File: config.mk
export PLATFORM = sky130hd
export DESIGN_NAME = pc_sequencer
export DESIGN_NICKNAME = d
export VERILOG_FILES = /design/src/rtl/pc_sequencer_pkg.sv /design/src/rtl/pc_sequencer_next_calc.sv /design/src/rtl/pc_sequencer.sv
export SDC_FILE = /design/constraint.sdc
export NUM_CORES = 1
export LEC_CHECK = 0
export CAP_MARGIN = 20
export CORE_ASPECT_RATIO = 1.5
export CORE_MARGIN = 3
export CORE_UTILIZATION = 38
export DETAILED_ROUTE_END_ITERATION = 12
export HOLD_SLACK_MARGIN = 0.03
export PLACE_DENSITY = 0.74
export SYNTH_ARGS = -nofsm -noshare
export SYNTH_HDL_FRONTEND = slang
export SYNTH_SLANG_ARGS = --single-unit
File: constraint.sdc
create_clock -name clk -period 1.8 [get_ports clk]
set_clock_uncertainty 0.1 [all_clocks]
set_input_delay 0.54 -clock clk [delete_from_list [all_inputs] [get_ports clk]]
set_output_delay 0.54 -clock clk [all_outputs]
set_load 0.01 [all_outputs]
File: src/rtl/pc_sequencer_pkg.sv
// Shared types and constants for the fetch-side program counter sequencer.
package pc_sequencer_pkg;

  localparam logic [1:0] PC_CTRL_HOLD = 2'b00;
  localparam logic [1:0] PC_CTRL_PUB  = 2'b01;
  localparam logic [1:0] PC_CTRL_LOAD = 2'b10;

  localparam int          DEF_PC_INCR  = 4;
  localparam logic [31:0] DEF_RESET_PC = 32'h0000_0000;

  typedef enum logic [3:0] {
    S_IDLE,
    S_BOOT,
    S_PUBLISH,
    S_SETTLE,
    S_FETCH,
    S_ISSUE,
    S_EXEC,
    S_UPDATE,
    S_HALTED
  } seq_state_t;

endpackage

File: src/rtl/pc_sequencer_next_calc.sv
// Combinational next-PC selection and alignment check; standalone so a
// branch predictor can reuse it later.
module pc_next_calc #(
  parameter int PC_W    = 32,
  parameter int PC_INCR = 4
) (
  input  logic [PC_W-1:0] cur_pc,
  input  logic            br_taken,
  input  logic [PC_W-1:0] br_target,
  input  logic [PC_W-1:0] check_pc,
  output logic [PC_W-1:0] nxt,
  output logic            misaligned
);

  localparam logic [PC_W-1:0] INCR       = PC_W'(PC_INCR);
  localparam logic [PC_W-1:0] ALIGN_MASK = PC_W'(PC_INCR - 1);

  // The sequential path wraps naturally modulo 2^PC_W.
  assign nxt        = br_taken ? br_target : cur_pc + INCR;
  assign misaligned = |(check_pc & ALIGN_MASK);

endmodule

File: src/rtl/pc_sequencer.sv
// Fetch controller: boots/loads/publishes the program counter, fetches over
// req/ack, issues to execute and loads the next PC from the execute result.
module pc_sequencer
  import pc_sequencer_pkg::*;
#(
  parameter int              PC_W     = 32,
  parameter int              INSTR_W  = 32,
  parameter int              PC_INCR  = DEF_PC_INCR,
  parameter logic [PC_W-1:0] RESET_PC = PC_W'(DEF_RESET_PC)
) (
  input  logic               clk,
  input  logic               rst,
  input  logic               start,
  input  logic               halt_req,
  input  logic [PC_W-1:0]    pc_value,
  output logic [1:0]         pc_ctrl,
  output logic [PC_W-1:0]    pc_next,
  output logic               imem_req,
  output logic [PC_W-1:0]    imem_addr,
  input  logic               imem_ack,
  input  logic [INSTR_W-1:0] imem_data,
  output logic               instr_valid,
  output logic [INSTR_W-1:0] instr,
  input  logic               exec_done,
  input  logic               br_taken,
  input  logic [PC_W-1:0]    br_target,
  output logic               fault,
  output logic [31:0]        retired
);

  seq_state_t      state_reg, state_next;
  logic [PC_W-1:0] cur_pc_reg;
  logic [PC_W-1:0] nxt;
  logic            misaligned;
  logic            set_fault;
  logic [1:0]      ctrl_next;

  pc_next_calc #(
    .PC_W    (PC_W),
    .PC_INCR (PC_INCR)
  ) u_next_calc (
    .cur_pc     (cur_pc_reg),
    .br_taken   (br_taken),
    .br_target  (br_target),
    .check_pc   (pc_value),
    .nxt        (nxt),
    .misaligned (misaligned)
  );

  always_comb begin
    state_next = state_reg;
    set_fault  = 1'b0;
    case (state_reg)
      S_IDLE:    if (start) state_next = S_BOOT;
      S_BOOT:    state_next = S_PUBLISH;
      S_PUBLISH: state_next = S_SETTLE;
      S_SETTLE: begin
        // pc_value is checked directly since cur_pc is only captured on this edge.
        if (halt_req) begin
          state_next = S_HALTED;
        end else if (misaligned) begin
          state_next = S_HALTED;
          set_fault  = 1'b1;
        end else begin
          state_next = S_FETCH;
        end
      end
      S_FETCH:   if (imem_ack) state_next = S_ISSUE;
      S_ISSUE:   state_next = S_EXEC;
      S_EXEC:    if (exec_done) state_next = S_UPDATE;
      S_UPDATE:  state_next = S_PUBLISH;
      S_HALTED:  if (start && !fault) state_next = S_PUBLISH;
      default:   state_next = S_IDLE;
    endcase
  end

  // Outputs are registered, so they are decoded from the state being entered.
  always_comb begin
    ctrl_next = PC_CTRL_HOLD;
    case (state_next)
      S_BOOT, S_UPDATE: ctrl_next = PC_CTRL_LOAD;
      S_PUBLISH:        ctrl_next = PC_CTRL_PUB;
      default:          ctrl_next = PC_CTRL_HOLD;
    endcase
  end

  always_ff @(posedge clk or negedge rst) begin
    if (!rst) begin
      state_reg   <= S_IDLE;
      cur_pc_reg  <= '0;
      pc_ctrl     <= PC_CTRL_HOLD;
      pc_next     <= '0;
      imem_req    <= 1'b0;
      imem_addr   <= '0;
      instr_valid <= 1'b0;
      instr       <= '0;
      fault       <= 1'b0;
      retired     <= '0;
    end else begin
      state_reg   <= state_next;
      pc_ctrl     <= ctrl_next;
      imem_req    <= (state_next == S_FETCH);
      instr_valid <= (state_next == S_ISSUE);
      if (state_reg == S_IDLE && state_next == S_BOOT) begin
        pc_next <= RESET_PC;
      end
      if (state_reg == S_SETTLE) begin
        cur_pc_reg <= pc_value;
        imem_addr  <= pc_value;
      end
      if (state_reg == S_FETCH && imem_ack) begin
        instr <= imem_data;
      end
      if (state_reg == S_EXEC && exec_done) begin
        pc_next <= nxt;
        retired <= retired + 32'd1;
      end
      if (set_fault) begin
        fault <= 1'b1;
      end
    end
  end

endmodule

==> results of run 1 <==
## area by class of cell
class	count	area share (%)
clock inverters	15	1.55
clock buffers	17	4.00
multi-input cells	434	28.0
repair buffers	368	31.6
flip-flops and latches	137	32.3
inverters	6	0.212
well taps	203	2.39
## worst max-delay path, delay by kind of cell, from the launching register on
kind / cells / cell delay, ns
AND/OR/NAND/NOR: 4 / 0.78
flip-flops: 1 / 0.37
buffers and inverters: 2 / 0.33
XOR/XNOR: 1 / 0.15
## cell families after synthesis
group,after synthesis,synth area share [%]
simple gates,268,20.9
fa+ha+maj,2,0.404
xor+xnor,53,7.49
compound gates,78,7.98
buf+inv,32,2.12
flops,137,55.3
mux,32,5.76
## power by group
group | total, mW | switching (mW) | leakage, nW | internal, mW
Clock | 3.52 | 1.45 | 0.278 | 2.07
Sequential | 4.78 | 0.691 | 1.80 | 4.09
Combinational | 6.33 | 3.07 | 3.20 | 3.26
## worst min path at each step
stage	startpoint	end	slack, ns	cells past startpoint
after detailed placement	instr[25]$_DFFE_PN0P_	instr[25]$_DFFE_PN0P_	0.36	2
after CTS	instr[25]$_DFFE_PN0P_	instr[25]$_DFFE_PN0P_	0.37	2
final	instr[25]$_DFFE_PN0P_	instr[25]$_DFFE_PN0P_	0.36	2
after global routing	instr[25]$_DFFE_PN0P_	instr[25]$_DFFE_PN0P_	0.39	2
after global placement	instr[25]$_DFFE_PN0P_	instr[25]$_DFFE_PN0P_	0.36	2
after floorplan	rst	cur_pc_reg[0]$_DFFE_PN0P_	0.14	0
## Yosys cell counts (4+ instances only)
master	instances	area, sq um
a22oi_1	12	90.1
and3_1	10	62.6
and4_1	4	35.0
dfrtp_1	137	3430
o21ai_0	39	195
a21oi_1	7	35.0
nand2_1	147	552
nor3_1	6	30.0
nor2_1	26	97.6
nor4_1	6	37.5
mux2_2	29	327
xor2_1	22	193
nand4_1	11	68.8
inv_1	6	22.5
buf_2	9	45.0
xnor2_1	31	272
nand3_1	28	140
clkbuf_1	14	52.6
## per-layer routing
metal  wire (microns)  track usage [%]
met4              825             9.80
met3             1000             3.85
met1             7760             25.8
met5                0                0
met2            11600             39.2
## stage by stage
step                cell area [sq um]  TNS, ns  hold slack [ns]  total power [mW]
floorplan                        6220   -0.243            0.144              7.20
global placement                 9400   -30.56            0.356              10.6
detailed placement               9400   -32.25            0.361              10.7
CTS                             10000   -0.184            0.372              13.8
global route                    10600    -1.69            0.387              15.4
finish                          10600   -0.108            0.363              14.6
## repair_timing
action / 4_1_cts / 5_1_grt
hold buffers: 1 / 0
setup buffers: 20 / 26
endpoints found under the hold margin: 31 / 0
resized for setup: 194 / 77
endpoints found under the setup margin: 183 / 94
pin swaps: 8 / 30
gates cloned: 0 / 7
==> run summary, run 1 <==
Mapped Cells: 602
Cell Area, Synth: 6200 sq um
grt ovf: 0
Reg area: 3440 sq um
#FFs+latches synth: 137
worst setup path start: retired[5]$_DFFE_PN0P_
critical path class: reg -> reg
Core Footprint: 15800 sq um
CP Cell Sequence: nand4_2, buf_6, nor4_4, buf_4, and2b_2, nand3_2, xnor2_1
Final Core Density: 67.2%
Final Max Tran Viols: 0
final hold viol count: 0
initial DRC count: 255
count of different cell masters after synthesis: 52
DP Wirelength: 14.4 mm
GRT Total Usage: 22.1%
NumNets Final: 1069
TritonRoute pass-1 iters: 5
relative slew slack: 74.9%
type of element capturing the critical path: flip-flop
most frequent cells in the layout: nand2_1, dfrtp_1, buf_4
I/O Pins: 236
CTS tree: yes
reg2reg end: retired[31]$_DFFE_PN0P_
gp weighted congestion: 0.787
CTS Buf Count: 17
status: finished, violations left
largest net degree at the start of global routing: 37
area taken by multi-input logic gates: 2980 sq um
PortBufs: 235
row cnt: 56
initial antenna violation count: 0
htree depth: 4
crit path max fanout: 5
HP Class: reg -> reg
Root Driver: clkbuf_16
Placement Setup Slack: -0.642 ns
final setup fails: 6
routed vias/inst: 5.07
Critical Path Start Type: flip-flop
Final WS setup: -0.0320 ns
Critical Path RT: 2.00 ns
post-synthesis async set-or-reset flop share: 100%
R2R depth: 7
Avg Inst Size Synth: 10.3 sq um
Peak Freq: 0.546 GHz
maxcap violations: 0
ANT nets after route: 0
synthesis-to-finish area growth: 71.8%
Final Non-Filler Cells: 1180
Die Area: 17900 sq um
vias in the first global route: 5953
first-pass GRT wire length: 30.7 mm
Clock Sinks: 137
DIE WIDTH: 110 microns
starting density of the core: 39.1%
WL/cell: 18.0 microns
Reg clk slew, reported paths: 0.06 ns
maximum VDD drop: 0.982 mV
Tcrit/Tclk final: 102%
Tmin final: 1.83 ns
PwrDens: 1370 nW/um^2
Post-Route WL: 21.2 mm
ys flop type: dfrtp_1
Yosys Warn Count: 0
Fillers: 1244
Die H: 162 microns
DRC viols: 0
CP arrival: 2.03 ns
share of cells above drive strength 1: 27.9%
post-synthesis sequential area ratio: 55.3%
critical path endpoint: retired[31]$_DFFE_PN0P_
R2R setup slack: -0.03 ns
EDFF count, synth: 0
syn_nets: 707
RSZ-0062 raised after global routing: yes
clock latency at the later pin of the worst-skew pair: 0.41 ns
Worst-Margin Slew: 0.377 ns
CP max-delay cell: dfrtp_1
most common cell after layout, fill and taps aside: nand2_1
failing checks: negative setup slack
DP Cell Count: 1095
antenna diode count: 0
Lkg Pwr: 5.28 nW
worst r2r src: retired[5]$_DFFE_PN0P_
CP max stage delay: 0.37 ns
Via Count: 5978
Clock Tree Buf Depth: 2
Power figures use the tool's default switching activity.
==> run 2: changes to the inputs <==
--- a/config.mk
+++ b/config.mk
@@ -12,6 +12,8 @@
 export DETAILED_ROUTE_END_ITERATION = 12
 export HOLD_SLACK_MARGIN = 0.03
 export PLACE_DENSITY = 0.74
+export REMOVE_ABC_BUFFERS = 1
 export SYNTH_ARGS = -nofsm -noshare
 export SYNTH_HDL_FRONTEND = slang
 export SYNTH_SLANG_ARGS = --single-unit
+export TNS_END_PERCENT = 5
==> run summary, run 2 (synthesis results as in run 1) <==
status: finished, violations left
failing checks: negative setup slack
initial DRC count: 238 (-6.7%)
DRC viols: 0 (unchanged)
final setup fails: 3 (-3)
Clock Tree Buf Depth: 2 (unchanged)
combinational share of power: 39.7% (-3.6 points)
GRT Total Usage: 20.8% (-1.3 points)
CP arrival: 2.00 ns (-0.03 ns)
CP Cell Sequence: buf_4, nand4_4, or4_1, buf_6, nor2_4, nand3_1, xnor2_1
CP max stage delay: 0.53 ns (+0.16 ns)
TritonRoute pass-1 iters: 5 (unchanged)
I/O Pins: 236 (unchanged)
grt ovf: 0 (unchanged)
clock share of power: 24.8% (+0.8 points)
HP Class: reg -> reg
Worst-Margin Slew: 0.342 ns (-0.0349 ns)
Largest delay share family, worst path: simple AND/OR/NAND/NOR gates
routed vias/inst: 4.92 (-2.8%)
row cnt: 56 (unchanged)
Clock Sinks: 137 (unchanged)
sw frac: 35.3% (-0.30 points)
Power Total: 13.6 mW (-7.1%)
Post-Route WL: 18.6 mm (-12%)
critical path class: reg -> reg
htree depth: 4 (unchanged)
crit path max fanout: 5 (unchanged)
share of cells above drive strength 1: 23.5% (-4.5 points)
RSZ-0062 raised after global routing: yes
Final Max Tran Viols: 0 (unchanged)
most frequent cells in the layout: nand2_1, dfrtp_1, clkdlybuf4s50_1
Die H: 162 microns (unchanged)
vias in the first global route: 5807 (-2.5%)
Buf/Inv on CP: 2 (unchanged)
initial antenna violation count: 0 (unchanged)
Critical Path Start Type: flip-flop
cell internal pwr: 8.79 mW (-6.6%)
Final WS setup: -0.0203 ns (+0.0117 ns)
antenna diode count: 0 (unchanged)
NumNets Final: 1033 (-3.4%)
largest net degree at the start of global routing: 55 (+49%)
CTS tree: yes
Fillers: 1297 (+4.3%)
Final Core Density: 63.9% (-3.3 points)
Via Count: 5634 (-5.8%)
Critical Path RT: 1.98 ns (-0.02 ns)
gp weighted congestion: 0.827 (+5.0%)
synthesis-to-finish area growth: 63.4%
DP Wirelength: 13.6 mm (-5.2%)
Lkg Pwr: 4.99 nW (-5.5%)
Peak Freq: 0.549 GHz (+0.64%)
type of element capturing the critical path: flip-flop
relative slew slack: 77.2% (+2.3 points)
maxcap violations: 0 (unchanged)
PwrDens: 1340 nW/um^2 (-2.3%)
Core Footprint: 15800 sq um (unchanged)
NetSw: 4.80 mW (-7.8%)
post-route setup TNS: -0.0325 ns (+0.0752 ns)
PortBufs: 235 (unchanged)
DIE WIDTH: 110 microns (unchanged)
Seq pwr share: 35.5% (+2.8 points)
first-pass GRT wire length: 29.1 mm (-5.2%)
maximum VDD drop: 0.788 mV (-20%)
clock latency at the later pin of the worst-skew pair: 0.41 ns (about the same)
WL/cell: 16.3 microns (-9.4%)
Tcrit/Tclk final: 101% (-0.65 points)
Tmin final: 1.82 ns (-0.0117 ns)
most common cell after layout, fill and taps aside: nand2_1
ANT nets after route: 0 (unchanged)
CTS Buf Count: 17 (unchanged)
CP max-delay cell: or4_1
starting density of the core: 39.1% (unchanged)
Die Area: 17900 sq um (unchanged)
final hold viol count: 0 (unchanged)
Reg clk slew, reported paths: 0.07 ns (about the same)
Root Driver: clkbuf_16
## run 2: cell types whose count changed in the layout (fill, tap and decap cells not counted), sizes merged, moves of 3 or more
cell	before	now
clkbuf	21	18
clkdlybuf4s15	17	25
clkinv	3	8
dlygate4sd2	105	95
buf	141	111
clkinvlp	4	1
## run 2: worst paths after layout
check | from | end | slack (ns) | cells after the start
setup / recovery | retired[5]$_DFFE_PN0P_ | retired[22]$_DFFE_PN0P_ | -0.02 | 7
hold / removal | instr[13]$_DFFE_PN0P_ | instr[13]$_DFFE_PN0P_ | 0.37 | 2
setup reg to reg | retired[5]$_DFFE_PN0P_ | retired[22]$_DFFE_PN0P_ | -0.02 | 7
hold reg to reg | instr[13]$_DFFE_PN0P_ | instr[13]$_DFFE_PN0P_ | 0.37 | 2
max in group asynchronous | rst | retired[14]$_DFFE_PN0P_ | 0.48 | 3
min in group asynchronous | rst | cur_pc_reg[6]$_DFFE_PN0P_ | 0.49 | 2
## run 2: routing by layer
metal / up-vias / track usage [%] / part of all wire, % / routed length, microns
met5: - / 0 / 0 / 0
li1: 2739 / - / - / -
met1: 2681 / 23.3 / 37 / 6920
met4: 0 / 7.39 / 2.4 / 439
met2: 184 / 37.9 / 54 / 10100
met3: 30 / 4.84 / 6.1 / 1130
## run 2: worst register-to-register path, stage by stage (launching register included)
cell	delay [ns]
dfrtp_1	0.35
buf_4	0.12
nand4_4	0.10
or4_1	0.53
buf_6	0.16
nor2_4	0.09
nand3_1	0.10
xnor2_1	0.14
## run 2: repair_timing
| item | CTS | global route |
|---|---|---|
| hold buffers | 1 | 0 |
| endpoints found under the hold margin | 29 | 0 |
| pin swaps | 2 | 3 |
| setup buffers | 13 | 3 |
| cloned | 0 | 0 |
| gates resized for setup | 197 | 63 |
| setup endpoints to repair | 178 | 64 |
## run 2: layout make-up
type | count | area, sq um | area share (%)
sequential | 137 | 3450 | 34.0
timing repair buffer | 333 | 3000 | 29.7
multi-input combinational | 433 | 2830 | 28.0
clock buffer | 17 | 425 | 4.20
tap | 203 | 254 | 2.51
clock inverter | 15 | 143 | 1.41
inverter | 6 | 22.5 | 0.222
## run 2: through the flow
step | std cells | hold slack [ns] | instance area [sq um] | worst slack, ns
global route | 1144 | 0.381 | 10100 | -0.107
finish | 1144 | 0.365 | 10100 | -0.0203
detailed placement | 1095 | 0.353 | 9370 | -0.685
CTS | 1141 | 0.372 | 9900 | -0.0679
global placement | 1095 | 0.349 | 9370 | -0.665
floorplan | 576 | 0.144 | 6090 | -0.775
## run 2: power by group through the flow
stage	clock network, mW	logic [mW]	registers [mW]
6_report	3.37	5.39	4.83
5_1_grt	3.59	5.88	4.97
4_1_cts	3.46	5.26	4.76
3_5_place_dp	0	5.66	4.90
3_3_place_gp	0	5.56	4.86
2_1_floorplan	0	1.73	5.38
